## src/rtl/adder_pkg.sv

```systemverilog
// Shared width, result type and saturation limits for the adder stream stage.
package adder_pkg;

  localparam int unsigned ADDER_W = 32;

  typedef struct packed {
    logic [ADDER_W-1:0] sum;
    logic               cout;
    logic               ovf;
  } add_result_t;

  // Limits are returned 64 bits wide; callers cast down to their own width.
  function automatic logic [63:0] sat_max(input int unsigned n);
    return (64'd1 << (n - 1)) - 64'd1;
  endfunction

  function automatic logic [63:0] sat_min(input int unsigned n);
    return 64'd1 << (n - 1);
  endfunction

endpackage

```

## src/rtl/adder_core.sv

```systemverilog
// Combinational N-bit ripple-carry adder built from per-bit full-adder cells.
module adder_core
  import adder_pkg::*;
#(
  parameter int unsigned N = ADDER_W
) (
  input  logic [N-1:0] a,
  input  logic [N-1:0] b,
  input  logic         cin,
  output logic [N-1:0] sum,
  output logic         cout,
  output logic         ovf
);

  logic carry;

  // Carry held in a loop variable so the chain is not one self-feeding vector.
  always_comb begin
    sum   = '0;
    carry = cin;
    for (int i = 0; i < int'(N); i++) begin
      sum[i] = a[i] ^ b[i] ^ carry;
      carry  = (a[i] & b[i]) | (carry & (a[i] ^ b[i]));
    end
    cout = carry;
  end

  // Signed overflow ignores Cin, matching the original core.
  assign ovf = (a[N-1] == b[N-1]) && (sum[N-1] != a[N-1]);

endmodule

```

## src/rtl/adder_stream_stage.sv

```systemverilog
// Two-stage valid/ready pipeline around adder_core with a sticky overflow flag.
// Optional ADDER_STREAM_SAT_EN saturates Sum whenever Overflow is set.
module adder_stream_stage
  import adder_pkg::*;
#(
  parameter int unsigned N = ADDER_W
) (
  input  logic         clk,
  input  logic         rst_n,
  input  logic         in_valid,
  output logic         in_ready,
  input  logic [N-1:0] A,
  input  logic [N-1:0] B,
  input  logic         Cin,
  output logic         out_valid,
  input  logic         out_ready,
  output logic [N-1:0] Sum,
  output logic         Cout,
  output logic         Overflow,
  output logic         ovf_sticky,
  input  logic         ovf_clr
);

  typedef struct packed {
    logic [N-1:0] sum;
    logic         cout;
    logic         ovf;
  } stage_res_t;

  logic         s1_valid_q, s1_valid_d;
  logic [N-1:0] a_q, b_q;
  logic         cin_q;
  logic         out_valid_q, out_valid_d;
  stage_res_t   res_q, res_d, core_res;
  logic         sticky_q, sticky_d;
  logic         s2_load, in_fire;

  adder_core #(
    .N(N)
  ) u_core (
    .a   (a_q),
    .b   (b_q),
    .cin (cin_q),
    .sum (core_res.sum),
    .cout(core_res.cout),
    .ovf (core_res.ovf)
  );

`ifdef ADDER_STREAM_SAT_EN
  localparam logic [N-1:0] SatMax = N'(sat_max(N));
  localparam logic [N-1:0] SatMin = N'(sat_min(N));

  always_comb begin
    res_d = core_res;
    if (core_res.ovf) begin
      res_d.sum = a_q[N-1] ? SatMin : SatMax;
    end
  end
`else
  assign res_d = core_res;
`endif

  // in_ready depends combinationally on out_ready so a full pipe still streams.
  assign s2_load  = s1_valid_q && (!out_valid_q || out_ready);
  assign in_ready = !s1_valid_q || s2_load;
  assign in_fire  = in_valid && in_ready;

  always_comb begin
    s1_valid_d  = s1_valid_q;
    out_valid_d = out_valid_q;
    sticky_d    = sticky_q;
    if (in_fire) begin
      s1_valid_d = 1'b1;
    end else if (s2_load) begin
      s1_valid_d = 1'b0;
    end
    if (s2_load) begin
      out_valid_d = 1'b1;
    end else if (out_ready) begin
      out_valid_d = 1'b0;
    end
    // Set takes priority over a coincident clear.
    if (s2_load && core_res.ovf) begin
      sticky_d = 1'b1;
    end else if (ovf_clr) begin
      sticky_d = 1'b0;
    end
  end

  always_ff @(posedge clk or negedge rst_n) begin
    if (!rst_n) begin
      s1_valid_q  <= 1'b0;
      a_q         <= '0;
      b_q         <= '0;
      cin_q       <= 1'b0;
      out_valid_q <= 1'b0;
      res_q       <= '0;
      sticky_q    <= 1'b0;
    end else begin
      s1_valid_q  <= s1_valid_d;
      out_valid_q <= out_valid_d;
      sticky_q    <= sticky_d;
      if (in_fire) begin
        a_q   <= A;
        b_q   <= B;
        cin_q <= Cin;
      end
      if (s2_load) begin
        res_q <= res_d;
      end
    end
  end

  assign out_valid  = out_valid_q;
  assign Sum        = res_q.sum;
  assign Cout       = res_q.cout;
  assign Overflow   = res_q.ovf;
  assign ovf_sticky = sticky_q;

endmodule

```

## config.mk

```make
export PLATFORM = sky130hd
export DESIGN_NAME = adder_stream_stage
export DESIGN_NICKNAME = d
export VERILOG_FILES = /design/src/rtl/adder_pkg.sv /design/src/rtl/adder_core.sv /design/src/rtl/adder_stream_stage.sv
export SDC_FILE = /design/constraint.sdc
export NUM_CORES = 1
export LEC_CHECK = 0
export CORE_MARGIN = 3
export CORE_UTILIZATION = 46
export DETAILED_ROUTE_END_ITERATION = 12
export HOLD_SLACK_MARGIN = 0.02
export PLACE_DENSITY_LB_ADDON = 0.3
export SYNTH_ARGS = -nofsm -noshare
export SYNTH_HDL_FRONTEND = slang
export SYNTH_SLANG_ARGS = --single-unit
```

## constraint.sdc

```tcl
create_clock -name clk -period 13.1 [get_ports clk]
set_input_delay 3.275 -clock clk [delete_from_list [all_inputs] [get_ports clk]]
set_output_delay 3.275 -clock clk [all_outputs]
set_load 0.03 [all_outputs]
```

==> impl_metrics.tcl <==
set metrics [dict create \
    start_kind "flop" \
    maxUsedRoutingLayer "met4" \
    critPathKind "flop to flop" \
    max-vdd-ir-drop_mv 0.121 \
    finalSetupViolCount 0 \
    fin_area_um2 6150 \
    ys_seq_elements 102 \
    groute.usage.overall 0.163 \
    synth_common_cells "102 x dfrtp_1, 50 x mux2_4, 46 x mux2_2" \
    cts_tree "built" \
    finalNetCount 475 \
    dr_wl_met2_mm 4.29 \
    rsz0062_at_grt "false" \
    first_pass_iters 4 \
    wl_met1_mm 3.72 \
    synth.most_common_cell "dfrtp_1" \
    leakage_uw 0.00267 \
    insertion_delay_ns 0.37 \
    antenna_found_initial 0 \
    fin_tns_setup_ns 0 \
    hold_class "flop to flop" \
    gp_congestion 0.705 \
    yosys_most_used_dff "dfrtp_1" \
    route.met3.wl_um 550 \
    die_h_um 108 \
    min_period_ns 12.71 \
    synthDistinctLibCells 16 \
    dieArea_um2 11600 \
    dp_hpwl_mm 6.18 \
    ios 107 \
    cts_buffer_depth 2 \
    yosys.area.top_type "dfrtp_1" \
    synth_area_leaders "dfrtp_1 54%, mux2_4 16%, fa_1 13%" \
    required_ns 13.36 \
    synth_area_um2 4760 \
    vias_per_cell 4.82 \
    tightest_slew_ns 1.17 \
    io_buffers 106 \
    syn_inst 262 \
    synth_edf_count 0 \
    cts.reportedPaths.clkPinSlew_ns 0.10 \
    drv_slew 0 \
    p_per_area_nw_per_um2 184 \
    grt_max_degree 66 \
    critPathSlowestCell "fa_2" \
    grt_pass1_vias 2796 \
    cp_common_cell "fa_2" \
    postRouteAntennaNets 0 \
    vias 2459 \
    max-slew-margin-rel 0.219 \
    coreArea_um2 9910 \
    hold_buffers 0 \
    chipWidth_um 108 \
    fmax_ghz 0.0787 \
    start_util 0.480 \
    num_antenna_cells 0 \
    grt_pass1_wl_mm 14.4 \
    endpoint_kind "flop" \
    critical_path_peak_fanout 2 \
    drtIter0Drc 79 \
    wl_mm 8.67 \
    status "complete, no violations" \
    avgSynthCellArea_um2 18.2 \
    finClkSkew_ns 0.0138 \
    drc 0 \
    timing_hold_violations_final 0 \
    cp_slowest_stage_delay_ns 0.47 \
    crit_arrival_ns 12.96 \
    maxCapViolCount 0 \
    async_flop_share 1.00 \
    num_rows 36 \
    htree_levels 3 \
    numCtsBuffers 9 \
    syn_to_final_growth_pct 29.3 \
    ys_seq_area_frac 0.537 \
    synth_warnings 0 \
    syn_nets 365 \
    clock-sinks 102 \
    placed_area_um2 5860 \
    wl_per_cell_um 17.0 \
    yosysTopAreaCellShare 0.537 \
    period_share 0.970 \
    cts-root-buf "clkbuf_8" \
    grt_overflow 0 \
    layout-drive-gt1-share 0.377 \
]
[routing by layer]
| layer | up-vias | global-route usage |
|---|---|---|
| li1 | 1102 | - |
| met1 | 1270 | 0.213 |
| met2 | 76 | 0.261 |
| met3 | 11 | 0.0522 |
| met4 | 0 | 0.0487 |
| met5 | - | 0 |
[worst max-delay path: cells and delay by family (launching register included)]
family	cells	cell delay, ns
adder cells (fa/ha/maj)	32	11.61
multiplexers	1	0.25
buffers and inverters	1	0.08
XOR/XNOR	1	0.16
AND/OR/NAND/NOR	1	0.05
flip-flops	1	0.42
[stage by stage]
stage,hold slack [ns],worst slack (ns),power (µW),utilization,instances
3_3_place_gp,0.489,-0.408,900,0.591,493
2_1_floorplan,0.481,0.0359,727,-,262
4_1_cts,0.519,0.0371,1140,0.617,509
3_5_place_dp,0.496,-0.628,914,0.591,493
6_report,0.512,0.392,1130,0.620,510
5_1_grt,0.530,0.00563,1200,0.620,510
[cells in the final DEF (no fill, tap or decap), drive strengths merged, types with 2 or more instances in the layout]
cell type	netlist	layout
inv	9	9
clkinv	0	2
clkinvlp	0	2
mux2	96	96
fa	32	32
clkdlybuf4s50	0	105
nand2	2	2
bufinv	0	2
mux2i	3	3
nand2b	3	3
dfrtp	102	102
buf	10	4
clkbuf	0	10
[state kept, by name, summed over array words and instances (netlist names)]
register    count
Sum            32
Cout            1
ovf_sticky      1
out_valid       1
b_q            32
s1_valid_q      1
a_q            32
Overflow        1
cin_q           1
[where the power goes]
| part | internal [µW] | switching, µW |
|---|---|---|
| registers | 399 | 58.2 |
| logic | 237 | 215 |
| clock network | 112 | 108 |
| total | 748 | 381 |
[kinds of logic (layout without fill, tap and decap cells)]
kind of cell,count (synthesis),count (layout),synth area share
AO/OA/AOI/OAI,1,1,0.00184
buffers and inverters,19,134,0.0376
XOR/XNOR,1,1,0.00184
flip-flops,102,102,0.537
AND/OR/NAND/NOR,7,7,0.0116
adder cells (fa/ha/maj),33,33,0.137
multiplexers,99,99,0.273
[path summary, 6_finish.rpt]
kind / from / endpoint / slack (ns) / depth (start not counted)
setup / recovery: a_q[0]$_DFFE_PN0P_ / Overflow$_DFFE_PN0P_ / 0.39 / 36
hold / removal: Sum[29]$_DFFE_PN0P_ / Sum[29]$_DFFE_PN0P_ / 0.51 / 1
setup reg to reg: a_q[0]$_DFFE_PN0P_ / Overflow$_DFFE_PN0P_ / 0.39 / 36
hold reg to reg: Sum[29]$_DFFE_PN0P_ / Sum[29]$_DFFE_PN0P_ / 0.51 / 1
max in group asynchronous: rst_n / a_q[20]$_DFFE_PN0P_ / 9.04 / 2
min in group asynchronous: rst_n / b_q[4]$_DFFE_PN0P_ / 2.92 / 1
[layout make-up]
type,count,area [µm²]
fillers,751,3760
flip-flops and latches,102,2550
multi-input cells,141,2090
repair buffers,109,1080
well taps,133,166
clock buffers,10,138
clock inverters,6,85.1
inverters,9,33.8
[repair_timing]
item / in CTS / in global routing
gates resized for setup: 14 / 9
endpoints found under the setup margin: 4 / 2
buffers inserted: 0 / 1
pin swaps: 2 / 0
Note: power is estimated with default switching activity, not from simulation.
